==> src/rtl/disp_source_sched.sv <==
// Shares the 8-digit seven-segment display between four 32-bit debug sources.
// Optional timed auto-rotation is built only when DISP_SCHED_AUTO_EN is defined.

module disp_sched_debounce #(
  parameter int W = 16
) (
  input  logic clk,
  input  logic rst_n,
  input  logic btn,
  output logic pulse
);

  logic [1:0]   sync_q;
  logic         stable;
  logic         stable_d;
  logic [W-1:0] cnt;

  // The raw button is asynchronous, so it is double-registered before the
  // debounce counter looks at it; stable only flips after 2^W disagreeing cycles.
  always_ff @(posedge clk or negedge rst_n) begin
    if (!rst_n) begin
      sync_q   <= 2'b00;
      stable   <= 1'b0;
      stable_d <= 1'b0;
      cnt      <= '0;
    end else begin
      sync_q   <= {sync_q[0], btn};
      stable_d <= stable;
      if (sync_q[1] != stable) begin
        if (&cnt) begin
          stable <= sync_q[1];
          cnt    <= '0;
        end else begin
          cnt <= cnt + 1'b1;
        end
      end else begin
        cnt <= '0;
      end
    end
  end

  assign pulse = stable & ~stable_d;

endmodule

module disp_source_sched #(
  parameter int DEBOUNCE_W = 16,
  parameter int DWELL_W    = 24
) (
  input  logic        clk,
  input  logic        rst_n,
  input  logic [31:0] src0,
  input  logic [31:0] src1,
  input  logic [31:0] src2,
  input  logic [31:0] src3,
  input  logic        btn_next,
  input  logic        btn_freeze,
  input  logic        auto_mode,
  output logic [32:0] data,
  output logic [1:0]  sel,
  output logic        frozen,
  output logic        advance
);

  logic        nxt_p;
  logic        frz_p;
  logic        expiry;
  logic        do_adv;
  logic [31:0] live;
  logic [31:0] hold;

  disp_sched_debounce #(.W(DEBOUNCE_W)) u_deb_next (
    .clk   (clk),
    .rst_n (rst_n),
    .btn   (btn_next),
    .pulse (nxt_p)
  );

  disp_sched_debounce #(.W(DEBOUNCE_W)) u_deb_freeze (
    .clk   (clk),
    .rst_n (rst_n),
    .btn   (btn_freeze),
    .pulse (frz_p)
  );

`ifdef DISP_SCHED_AUTO_EN
  logic [DWELL_W-1:0] dwell;

  // Any next-press restarts the dwell so a manual advance gets a full period.
  always_ff @(posedge clk or negedge rst_n) begin
    if (!rst_n) begin
      dwell <= '0;
    end else if (!auto_mode || frozen || nxt_p) begin
      dwell <= '0;
    end else begin
      dwell <= dwell + 1'b1;
    end
  end

  assign expiry = auto_mode & ~frozen & (&dwell);
`else
  logic unused_auto;
  assign unused_auto = auto_mode;
  assign expiry      = 1'b0;
`endif

  // A freeze toggle wins over a simultaneous next-press, which is dropped.
  assign do_adv = (nxt_p & ~frozen & ~frz_p) | expiry;

  always_comb begin
    live = src0;
    case (sel)
      2'd0: live = src0;
      2'd1: live = src1;
      2'd2: live = src2;
      2'd3: live = src3;
      default: live = src0;
    endcase
  end

  always_ff @(posedge clk or negedge rst_n) begin
    if (!rst_n) begin
      sel     <= 2'd0;
      frozen  <= 1'b0;
      hold    <= 32'h0;
      advance <= 1'b0;
      data    <= 33'h0_0000_0001;
    end else begin
      advance <= do_adv;
      if (do_adv) begin
        sel <= sel + 2'd1;
      end
      if (frz_p) begin
        frozen <= ~frozen;
      end
      if (frz_p && !frozen) begin
        hold <= live;
      end
      data <= {frozen ? hold : live, ~frozen};
    end
  end

endmodule

==> config.mk <==
export PLATFORM = sky130hd
export DESIGN_NAME = disp_source_sched
export DESIGN_NICKNAME = d
export VERILOG_FILES = /design/src/rtl/disp_source_sched.sv
export SDC_FILE = /design/constraint.sdc
export NUM_CORES = 1
export LEC_CHECK = 0
export BUFFER_PORTS_ARGS = -buffer_cell sky130_fd_sc_hd__buf_2
export CAP_MARGIN = 40
export CORE_UTILIZATION = 39
export DETAILED_ROUTE_END_ITERATION = 10
export GPL_ROUTABILITY_DRIVEN = 0
export GPL_TIMING_DRIVEN = 0
export PLACE_DENSITY = 0.64
export SYNTH_ARGS = -nofsm -noshare
export SYNTH_HDL_FRONTEND = slang
export SYNTH_SLANG_ARGS = --single-unit
==> constraint.sdc <==
create_clock -name clk -period 1.8 [get_ports clk]
set_input_delay 0.36 -clock clk [delete_from_list [all_inputs] [get_ports clk]]
set_output_delay 0.36 -clock clk [all_outputs]
set_load 0.05 [all_outputs]
==> flow_metrics.tcl, run 1 <==
set metrics [dict create \
    maxSlewHeadroom_pct 62.3 \
    maxCapViolations 0 \
    place_ws_ns -0.142 \
    crit_arrival_ns 2.02 \
    dr.pass1.iters 5 \
    switching_share_pct 25.9 \
    startpoint_type "flip-flop" \
    reg2reg_depth 6 \
    violations "negative hold slack, negative setup slack" \
    pwr-share-comb_pct 9.6 \
    cts_tree "built" \
    critical_path_class "reg -> reg" \
    clk_pin_slew_ns 0.08 \
    first_iter_violations 456 \
    fp.dieH_um 116 \
    ir_worst_vdd_uv 390 \
    wire_per_inst_um 16.5 \
    place.port_buffers 168 \
    drc_errors 0 \
    wl_met1_um 6160 \
    viasPerCell 5.25 \
    p_per_area_nw_per_um2 762 \
    multi_input_area_um2 2170 \
    ctsRootBufferMaster "clkbuf_16" \
    grt_max_degree 68 \
    final-hold-violation-count 8 \
    rows 41 \
    fin_crit_sh_pct 101 \
    finalWirelength_um 14300 \
    syn2layout_area_growth_pct 29.4 \
    fp.dieArea_um2 13400 \
    switchingPower_mw 1.29 \
    fmax_mhz 552 \
    grt_remaining_overflow 0 \
    drive_gt1_share_pct 36.6 \
    power.total_mw 4.97 \
    internal-power_mw 3.68 \
    regArea_um2 2730 \
    crit_path_end_kind "flip-flop" \
    rsz0062_at_grt "yes" \
    start_util_pct 39.9 \
    core_area_um2 12600 \
    power_leakage_nw 2.89 \
    cts_buffer_depth 2 \
    syn_area_um2 5040 \
    routed-wl-met2_um 6880 \
    r2r_slack_ns -0.01 \
    cp.required_ns 2.01 \
    ioPinCount 170 \
    hold_slack_ns -0.00882 \
    wl_met3_um 872 \
    syn_inst 505 \
    tns_ns -0.0154 \
    worst-path-max-fanout 10 \
    grt_pass1_wl_um 22200 \
    startpoint "sel[0]" \
    die_w_um 116 \
    yosysSeqAreaShare_pct 54.1 \
    r2r-end "hold[14]" \
    synth-seq-cells 109 \
    syn-num-nets 644 \
    avgSynthCellArea_um2 9.98 \
    setup_ws_ns -0.0129 \
    diodes 0 \
    fillerInstances 1198 \
    top_layer_used "met4" \
    reg2reg_from "sel[0]" \
    drv_slew 0 \
    setup_viol 2 \
    min_path_type "in -> async" \
    antenna_found_initial 0 \
    clock_skew_ns 0.0134 \
    status "complete, but fails checks" \
    cts_buffers 9 \
    place_hpwl_um 10700 \
    seq_power_share_pct 50.8 \
    period_minus_slack_ns 1.81 \
    worstMarginPinSlew_ns 0.565 \
    drt.antenna.violating_nets 0 \
    synth_warnings 0 \
    grt_usage_pct 22.0 \
    num_vias 4534 \
    pwr-share-clk_pct 39.6 \
    insertion_delay_ns 0.35 \
    htree_levels 3 \
    clock_sinks 109 \
    grt_pass1_vias 4367 \
    final_nets 826 \
    synth_cell_types 30 \
]
-- cells in the mapped netlist --
| cell | n | area (um^2) |
|---|---|---|
| dfrtp_1 | 108 | 2700 |
| and2b_1 | 1 | 7.51 |
| nor3_2 | 2 | 20.0 |
| o21ai_1 | 48 | 240 |
| mux2_1 | 1 | 11.3 |
| nand4_1 | 4 | 25.0 |
| buf_1 | 5 | 18.8 |
| nand2_1 | 105 | 394 |
| xnor2_1 | 30 | 263 |
| buf_2 | 13 | 65.1 |
| inv_1 | 11 | 41.3 |
| nor2_1 | 40 | 150 |
| dfstp_2 | 1 | 26.3 |
| clkbuf_1 | 10 | 37.5 |
| buf_6 | 2 | 22.5 |
| nand3_1 | 4 | 20.0 |
| nor4_2 | 10 | 125 |
| a222oi_1 | 32 | 320 |
| o21ai_0 | 48 | 240 |
| nand3_4 | 4 | 70.1 |
| a21o_2 | 2 | 17.5 |
| nand4_2 | 2 | 25.0 |
| nor3_1 | 5 | 25.0 |
| nand3_2 | 2 | 20.0 |
| xor2_1 | 2 | 17.5 |
| inv_2 | 2 | 7.51 |
| nand2_2 | 1 | 6.26 |
| nand3b_1 | 2 | 15.0 |
| ha_1 | 6 | 75.1 |
| mux2_4 | 2 | 30.0 |
-- final cells by class --
cell class,count,share of cell area [%]
plain buffers,30,2.61
clock buffers,10,3.66
clock inverters,6,0.959
inverters,13,0.748
multi-input cells,353,33.3
flip-flops and latches,109,41.9
well taps,172,3.30
repair buffers,171,13.6
-- sequential cells by signal (all words and copies together) (netlist names) --
register,count
data,33
hold,32
u_deb_freeze.cnt,16
u_deb_next.cnt,16
sel,2
u_deb_freeze.sync_q,2
u_deb_next.sync_q,2
advance,1
frozen,1
u_deb_freeze.stable,1
u_deb_freeze.stable_d,1
u_deb_next.stable,1
u_deb_next.stable_d,1
-- power groups by stage --
stage	Combinational, mW	Clock (mW)	Sequential, mW
5_1_grt	0.520	2.11	2.53
2_1_floorplan	0.0697	0	2.70
4_1_cts	0.476	2.01	2.52
3_5_place_dp	0.472	0	2.57
6_report	0.477	1.97	2.52
3_3_place_gp	0.460	0	2.57
-- cells by family (layout without fill, tap and decap cells) --
logic type	count (synthesis)	in the layout	share of synthesized area (%)
compound gates	130	130	16.2
xor+xnor	32	32	5.56
fa+ha+maj	6	6	1.49
buf+inv	43	230	3.82
flops	109	109	54.1
mux	3	3	0.819
simple gates	182	182	17.9
-- how the worst max path moves through the flow --
stage | slack, ns | endpoint | depth (start not counted)
global route | -0.04 | data[30] | 6
CTS | -0.002 | hold[14] | 6
global placement | -1.02 | sel[0] | 1
detailed placement | -0.14 | hold[14] | 7
finish | -0.01 | hold[14] | 6
floorplan | 0.007 | hold[15] | 7
-- worst max-delay path: stages, from the launching register on --
cell	delay, ns
dfrtp_2	0.46
ha_2	0.23
buf_4	0.18
a222oi_1	0.46
nand2_1	0.16
o21ai_2	0.10
o21ai_1	0.08
-- cells in the final DEF (no fill, tap or decap), types with 3 or more instances in the layout --
master | netlist | routed
a222oi_1 | 32 | 32
buf_2 | 13 | 175
buf_4 | 0 | 6
buf_6 | 2 | 3
clkbuf_1 | 10 | 8
clkbuf_16 | 0 | 9
clkbuf_2 | 0 | 5
dfrtp_1 | 108 | 106
ha_1 | 6 | 3
ha_2 | 0 | 3
inv_1 | 11 | 11
nand2_1 | 105 | 105
nand3_1 | 4 | 4
nand3_4 | 4 | 4
nand4_1 | 4 | 4
nor2_1 | 40 | 40
nor3_1 | 5 | 5
nor4_2 | 10 | 10
o21ai_0 | 48 | 38
o21ai_1 | 48 | 46
o21ai_2 | 0 | 12
xnor2_1 | 30 | 30
-- what timing repair did --
| item | in CTS | in global routing |
|---|---|---|
| pin swaps | 2 | 16 |
| hold buffers | 0 | 0 |
| endpoints found under the setup margin | 26 | 60 |
| gates resized for setup | 10 | 31 |
| setup buffers | 2 | 0 |
-- per-layer routing --
metal  global-route usage [%]  up-vias
met4                     8.72        0
met2                     36.6      187
li1                         -     2141
met3                     3.77       26
met5                        0        -
met1                     28.8     2180
-- metrics by stage --
step / instance area [um^2] / util, % / instances
2_1_floorplan: 5040 / - / 505
3_3_place_gp: 6100 / 48.3 / 845
3_5_place_dp: 6130 / 48.6 / 846
4_1_cts: 6470 / 51.3 / 864
5_1_grt: 6520 / 51.7 / 864
6_report: 6520 / 51.7 / 864
Power figures use the tool's default switching activity.
==> inputs of run 2 (changes only) <==
CAP_MARGIN = unset   (was 40)
PLACE_DENSITY = unset   (was 0.64)
==> run 2 against run 1 <==
The flow finishes with violations (negative setup slack). Via count grew 0.40%. Final cell count grew 0.58%. Utilization grew 1.3 points. Worst hold slack gained 0.10 ns. Non-clock buffer count grew 6. Sequential share of layout area shrank 1.0 points. Sequential power is essentially flat. Global-route usage shrank 0.24 points. Power grew 0.60%. Setup slack lost 0.076 ns. Register-to-register slack lost 0.08 ns. Largest power group unchanged.
==> flow_metrics.tcl, run 2 (synthesis results as in run 1) <==
set metrics [dict create \
    clock_skew_ns 0.00963 \
    htree_levels 3 \
    worst-path-max-fanout 5 \
    p_per_area_nw_per_um2 748 \
    fp.dieH_um 116 \
    wire_per_inst_um 16.5 \
    reg2reg_from "sel[1]" \
    start_util_pct 39.9 \
    place_inst 846 \
    place_hpwl_um 10700 \
    fin_crit_sh_pct 105 \
    setup_viol 2 \
    fmax_mhz 529 \
    maxSlewHeadroom_pct 44.7 \
    fp.dieArea_um2 13400 \
    ioPinCount 170 \
    r2r-end "hold[14]" \
    worstMarginPinSlew_ns 0.829 \
    violations "negative setup slack" \
    grt_usage_pct 21.8 \
    reg_top3 "data: 33 flops, hold: 32 flops" \
    placement.cell_area_um2 6130 \
    r2r_slack_ns -0.09 \
    status "complete, but fails checks" \
    drive_gt1_share_pct 38.9 \
    insertion_delay_ns 0.35 \
    ctsRootBufferMaster "clkbuf_16" \
    rsz0062_at_grt "yes" \
    hold_slack_ns 0.0908 \
    power_leakage_nw 2.95 \
    die_w_um 116 \
    cts_tree "built" \
    drc_errors 0 \
    first_iter_violations 275 \
    dr.pass1.iters 5 \
    clock_sinks 109 \
    final-instance-count-excl-fill 869 \
    maxCapViolations 0 \
    finalWirelength_um 14400 \
    cp.required_ns 2.01 \
    top_register "data" \
    clk_pin_slew_ns 0.07 \
    diodes 0 \
    final_nets 832 \
    crit_path_end_kind "flip-flop" \
    place.port_buffers 168 \
    grt_pass1_vias 4491 \
    cts_buffer_depth 2 \
    hold_buffers 0 \
    layout_commonest_cell "buf_2" \
    reg2reg_depth 6 \
    setup_ws_ns -0.0888 \
    drv_slew 0 \
    antenna_found_initial 0 \
    cts_buffers 9 \
    rows 41 \
    grt_remaining_overflow 0 \
    num_vias 4552 \
    final-hold-violation-count 0 \
    drt.antenna.violating_nets 0 \
    grt_max_degree 64 \
    core_area_um2 12600 \
    ir_worst_vdd_uv 412 \
    largest_reg_flops 33 \
    grt_pass1_wl_um 22200 \
    crit_arrival_ns 2.10 \
    layout_common_cells "buf_2 (172), dfrtp_1 (106), nand2_1 (105)" \
    syn2layout_area_growth_pct 32.7 \
    min_path_type "in -> async" \
    period_minus_slack_ns 1.89 \
    fin_util_pct 53.0 \
    critical_path_class "reg -> reg" \
    startpoint_type "flip-flop" \
    stdcell_area_um2 6690 \
    startpoint "sel[1]" \
    viasPerCell 5.24 \
    place_ws_ns -0.347 \
]
-- run 2: power by group --
part           total, mW  switching (mW)  internal [mW]
clock network       1.99           0.910           1.08
registers           2.53          0.0286           2.50
logic              0.480           0.306          0.174
total               5.00            1.24           3.76
-- run 2: worst max-delay path by stage --
stage,end,depth (start not counted)
finish,hold[14],6
global route,hold[14],7
CTS,hold[14],6
detailed placement,hold[14],6
global placement,sel[0],1
floorplan,hold[15],7
-- run 2: worst max-delay path: stages, from the launching register on --
cell and delay (ns):
dfrtp_2 0.47, ha_4 0.20, buf_6 0.11, a222oi_1 0.62
nand2_1 0.17, o21ai_2 0.10, o21ai_1 0.07
-- run 2: cell type report --
class | count | area [um^2]
flip-flops and latches | 109 | 2730
multi-input cells | 353 | 2240
fillers | 1177 | 5930
well taps | 172 | 215
repair buffers | 177 | 935
clock inverters | 6 | 71.3
clock buffers | 9 | 225
inverters | 13 | 48.8
plain buffers | 30 | 221
-- run 2: metal layers --
layer / wire (um) / track usage, % / up-vias
met5: 0 / 0 / -
met4: 323 / 8.38 / 0
met3: 815 / 3.24 / 24
met2: 7150 / 39.0 / 160
met1: 6080 / 26.4 / 2206
li1: - / - / 2162
-- run 2: through the flow --
stage               setup TNS [ns]  total power [mW]
floorplan                        0              2.77
global placement            -93.39              3.03
detailed placement           -1.78              3.05
CTS                         -0.205              5.03
global route                 -1.41              5.16
finish                      -0.164              5.00
-- run 2: what timing repair did --
item / CTS / global route
endpoints found under the hold margin: 0 / 0
pin swaps: 12 / 32
buffers inserted: 8 / 0
cloned: 0 / 0
endpoints found under the setup margin: 39 / 64
gates resized for setup: 33 / 59
